===== src/rtl/instruction_fetch_unit.sv =====
// Fetch stage: program counter, three-state fetch FSM and instruction register.
// Optional build macro FETCH_PERF_CNT_EN enables the completed-fetch counter on fetch_count.
module instruction_fetch_unit #(
  parameter int                ADDR_W   = 16,
  parameter int                DATA_W   = 32,
  parameter logic [ADDR_W-1:0] RESET_PC = '0,
  parameter int                PC_STEP  = 1
) (
  input  logic              clk,
  input  logic              rst_n,
  input  logic              fetch_req,
  input  logic              pc_load,
  input  logic [ADDR_W-1:0] pc_load_addr,
  output logic [ADDR_W-1:0] inst_address,
  input  logic [DATA_W-1:0] read_data,
  output logic [DATA_W-1:0] ir,
  output logic [ADDR_W-1:0] ir_pc,
  output logic              ir_valid,
  output logic              busy,
  output logic [31:0]       fetch_count
);

  typedef enum logic [1:0] {
    IDLE  = 2'd0,
    ADDR  = 2'd1,
    LATCH = 2'd2
  } state_t;

  state_t            state_reg, state_next;
  logic [ADDR_W-1:0] pc_reg, pc_next;
  logic [DATA_W-1:0] ir_reg;
  logic [ADDR_W-1:0] ir_pc_reg;
  logic              ir_valid_reg;
  logic              capture;

  always_comb begin
    state_next = state_reg;
    capture    = 1'b0;
    case (state_reg)
      IDLE:    if (fetch_req) state_next = ADDR;
      ADDR:    state_next = pc_load ? IDLE : LATCH;
      LATCH: begin
        state_next = IDLE;
        // A redirect arriving in the capture cycle discards the fetched word.
        capture    = !pc_load;
      end
      default: state_next = IDLE;
    endcase

    pc_next = pc_reg;
    if (pc_load)
      pc_next = pc_load_addr;
    else if (capture)
      pc_next = pc_reg + ADDR_W'(PC_STEP);
  end

  always_ff @(posedge clk or negedge rst_n) begin
    if (!rst_n) begin
      state_reg    <= IDLE;
      pc_reg       <= RESET_PC;
      ir_reg       <= '0;
      ir_pc_reg    <= '0;
      ir_valid_reg <= 1'b0;
    end else begin
      state_reg    <= state_next;
      pc_reg       <= pc_next;
      ir_valid_reg <= capture;
      if (capture) begin
        ir_reg    <= read_data;
        ir_pc_reg <= pc_reg;
      end
    end
  end

  assign inst_address = pc_reg;
  assign ir           = ir_reg;
  assign ir_pc        = ir_pc_reg;
  assign ir_valid     = ir_valid_reg;
  assign busy         = (state_reg != IDLE);

`ifdef FETCH_PERF_CNT_EN
  logic [31:0] count_reg;

  always_ff @(posedge clk or negedge rst_n) begin
    if (!rst_n)
      count_reg <= '0;
    else if (capture)
      count_reg <= count_reg + 32'd1;
  end

  assign fetch_count = count_reg;
`else
  assign fetch_count = 32'h0;
`endif

endmodule


===== config.mk =====
export PLATFORM = sky130hd
export DESIGN_NAME = instruction_fetch_unit
export DESIGN_NICKNAME = d
export VERILOG_FILES = /design/src/rtl/instruction_fetch_unit.sv
export SDC_FILE = /design/constraint.sdc
export NUM_CORES = 1
export LEC_CHECK = 0
export CAP_MARGIN = 20
export CORE_MARGIN = 3
export CORE_UTILIZATION = 44
export DETAILED_ROUTE_END_ITERATION = 10
export PLACE_DENSITY = 0.87
export SYNTH_ARGS = -nofsm -noshare
export SYNTH_HDL_FRONTEND = slang
export SYNTH_SLANG_ARGS = --single-unit

===== constraint.sdc =====
create_clock -name clk -period 2.7 [get_ports clk]
set_input_delay 0.27 -clock clk [delete_from_list [all_inputs] [get_ports clk]]
set_output_delay 0.27 -clock clk [all_outputs]
set_load 0.01 [all_outputs]

# After elaboration in Yosys (flattened, before gate mapping)

Index checks and enable logic that the tools add are counted.

Bits in registers: 67
Bits of input ports: 52
Output and inout port bits: 98
Word-level logic and storage cells: 19

Add/subtract/negate cells: 1
Eq/ne operators: 3
Multiplexer cells: 6
Reductions and logical operators: 4

Operators with widths:

| operator              | count |
|---|---|
| $mux 16               | 2 |
| $add 16x1->16 const B | 1 |
| $mux 2                | 2 |
| $pmux 2 s2            | 1 |
| $reduce_bool 2->1     | 2 |
| $eq 2x1->1 const B    | 1 |
| $eq 2x2->1 const B    | 1 |
| $logic_not 2->1       | 1 |
| $ne 2x2->1 const B    | 1 |
| $logic_not 1->1       | 1 |
| $mux 1                | 1 |

# Logic depth before layout (Yosys ltp)

Depth after elaboration: 4
Gate-level depth with buffers: 6
Gate-level depth less buffers: 5

# Least setup slack after synthesis

No wires, ideal clock.

Kind: reg2reg
Start: register state_reg[1]
End: register ir_reg[20], in the netlist ir[20]
Library setup time: 0.125 ns
Data arrival time: 1.496 ns
Required time: 2.575 ns
Path slack: 1.079 ns
Cell stages (with the launch flop): 7
Path buffers: 3
Period minus slack after synthesis: 1.621 ns
Cell sequence: dfrtp_1 > nor2b_2 > and2_1 > clkbuf_1 > buf_4 > buf_4 > mux2_2

Cells in the longest elaborated chain, start to end: 2

Ends and longest elaborated chain:

| what                     | line | text |
|---|---|---|
| start: declaration       | 29   | `state_t state_reg, state_next;` |
| start signal: assignment | 65   | `state_reg <= state_next;` |
| $eq 2x2->1               | 39   | `case (state_reg)` |
| $mux 1                   | 39   |  |
| named net capture        | 34   | `logic capture;` |
| end signal: assignment   | 69   | `ir_reg <= read_data;` |
| end: declaration         | 31   | `logic [DATA_W-1:0] ir_reg;` |

The timed path passes the listed nets, and every way through them passes these cells.
A chain may end at the register's enable or synchronous reset.

# Worst setup path after layout

Start: register state_reg[1]
End: register ir_reg[22], in the netlist ir[22]

Cells in the longest elaborated chain, start to end: 2

Ends and longest elaborated chain:

| what       | line |
|---|---|
| $eq 2x2->1 | 39 |
| $mux 1     | 39 |

Every way passes these cells.

==> qor.txt <==
status -> finished with violations
failing checks -> negative hold slack
clk buf depth -> 2
total gr overflow -> 0
Unique masters post-synth -> 33
initial antenna violation count -> 0
root buf cell -> clkbuf_8
critical path cell sequence -> nor2b_2, and2_2, buf_4, mux2_2
Crit path largest cell delay -> 410 ps
Initial Util -> 46.4%
VDD IR max -> 0.515 mV
worst slack, placed -> 664 ps
Die Wd -> 89.0 um
Pleak -> 1.85 nW
cts hold-fix bufs -> 0
Worst R2R Path Depth -> 4
nature of the critical path endpoint -> flip-flop
clk sinks -> 67
GRT Resource Usage Total -> 17.9%
core area -> 6530 um2
Finished Layout Cells -> 445
Num CTS Buffers -> 9
count of placed standard cells including taps -> 429
pin count of the biggest net entering global routing -> 37
Pre-Repair DR Iteration Count -> 4
Final Skew -> 7.60 ps
crit share post-route -> 68.8%
Tmin final -> 1860 ps
ANT nets after route -> 0
#FFs+latches synth -> 67
Clk Latency, worst-skew pair -> 330 ps
Detailed Route WL -> 7030 um
vias in the first global route -> 2090
slowest CP cell -> dfrtp_1
Yosys Warn Count -> 0
commonest non-fill, non-tap cell in the layout -> clkdlybuf4s50_1
reg-to-reg startpoint -> state_reg[1]
# nets final -> 416
pwr dens -> 759 nW/um2
Setup Fix Bufs, Post-CTS -> 0
worst min-delay path class -> in2async
CP Max Fanout -> 13
final setup margin -> 842 ps
Avg Inst Size Synth -> 12.5 um2
IO buf count -> 117
DRC violations left -> 0
DR vias -> 2198
wire per inst -> 15.8 um
vias per cell -> 4.94
CP startpoint -> state_reg[1]
Mapped Area -> 3030 um2
share of layout cells above drive strength 1 -> 19.6%
WHS -> -3.79 ps
CTS tree -> yes
Resize count post-CTS -> 0
DIE AREA -> 7930 um2
WS Path Type -> reg2reg
Post-Syn Instances -> 242
slew margin rel. -> 50.2%
global-route wire length before repair -> 10600 um
R2R setup slack -> 840 ps
setup tns final -> 0 ps
Slew Viols, Final -> 0
max FFs per register -> 32
Std-Cell Rows -> 29
commonest cells after routing, fill and taps aside -> clkdlybuf4s50_1 (116), dfrtp_1 (67), mux2_2 (48), conb_1 (32), nand2_1 (15)
worst endpoint required time -> 2920 ps
Worst-Margin Slew -> 747 ps
Layout area overhead -> 43.5%
WP data arrival -> 2070 ps
Die Ht -> 89.0 um
Seq/Total Area, Yosys -> 55.3%
final setup vio count -> 0
final number of hold-violating endpoints -> 2
Ports -> 150
htree depth -> 3
Filler cells -> 496
max-capacitance violation count -> 0
ant diodes -> 0
R2R Path End -> ir[22]
RSZ-0062 raised after global routing -> false
RePlAce Congestion -> 0.748
crit start category -> flip-flop
Final HPWL DP -> 5290 um
clock slew at reported path FFs -> 70 ps
DR iter-0 viols -> 90
Fmax -> 0.538 GHz
## worst max-delay path by stage
stage	end	slack, ps	cells past startpoint
2_1_floorplan	ir[20]	1080	6
3_3_place_gp	ir[25]	740	5
3_5_place_dp	ir[22]	660	5
4_1_cts	ir[22]	820	4
5_1_grt	ir[31]	750	4
6_report	ir[22]	840	4
## per-layer routing
metal | track usage, % | vias up | share of wire [%]
met4 | 6.09 | 0 | 0.97
met3 | 7.56 | 7 | 10
met1 | 21.9 | 1078 | 38
met2 | 28.9 | 99 | 51
met5 | 0 | - | 0
li1 | - | 1014 | -
## critical path: cells and delay by family, from the launching register on
family	cells	cell delay (ps)
and+or+nand+nor	2	690
buffers and inverters	1	280
DFF	1	410
muxes	1	350
## synth_stat cells
cell	n	area (um2)
a221o_1	2	20.0
a31oi_1	2	12.5
and2_1	2	12.5
and3_1	1	6.26
and3b_1	1	8.76
and4_4	1	11.3
and4b_1	1	10.0
buf_2	3	15.0
buf_4	34	255
clkbuf_1	5	18.8
conb_1	1	3.75
dfrtp_1	67	1680
ha_1	1	12.5
inv_1	5	18.8
mux2_2	48	541
mux2i_1	1	10.0
nand2_1	15	56.3
nand3_1	2	10.0
nand3_4	1	17.5
nand4_1	7	43.8
nand4b_1	1	8.76
nor2_1	7	26.3
nor2b_2	1	8.76
nor3_1	1	5.00
nor3b_1	1	7.51
nor4_1	2	12.5
o21ai_0	13	65.1
o41ai_1	1	8.76
or2_2	1	6.26
or3_2	1	7.51
or4b_1	2	20.0
xnor2_1	4	35.0
xor2_1	7	61.3
## area by class of cell
type | instances | area (um2) | area share [%]
multi-input combinational | 159 | 1170 | 26.8
timing repair buffer | 121 | 1220 | 28.1
tap | 77 | 96.3 | 2.21
sequential | 67 | 1680 | 38.5
clock inverter | 2 | 10.0 | 0.230
inverter | 5 | 18.8 | 0.431
clock buffer | 14 | 163 | 3.74
## report_power, final
part / switching [W] / internal [W] / total, W / leakage (nW)
sequential: 0.000164 / 0.00127 / 0.00144 / 0.816
clock: 0.000353 / 0.000382 / 0.000735 / 0.0905
combinational: 0.000405 / 0.000724 / 0.00113 / 0.948
total: 0.000922 / 0.00238 / 0.00330 / 1.85
## logic make-up after synthesis
| family | count (synthesis) | share of synthesized area, % |
|---|---|---|
| flip-flops | 67 | 55.3 |
| multiplexers | 49 | 18.2 |
| AND/OR/NAND/NOR | 48 | 9.20 |
| buffers and inverters | 47 | 10.1 |
| AO/OA/AOI/OAI | 18 | 3.51 |
| XOR/XNOR | 11 | 3.18 |
| adder cells (fa/ha/maj) | 1 | 0.412 |
| other | 1 | 0.124 |
## per-stage QoR
stage / power (W) / instance area, um2 / utilization [%]
floorplan: 0.00190 / 3150 / -
global placement: 0.00256 / 4180 / 64.0
detailed placement: 0.00260 / 4180 / 64.0
CTS: 0.00335 / 4350 / 66.6
global route: 0.00349 / 4350 / 66.6
finish: 0.00330 / 4350 / 66.6
Note: power is estimated with default switching activity, not from simulation.
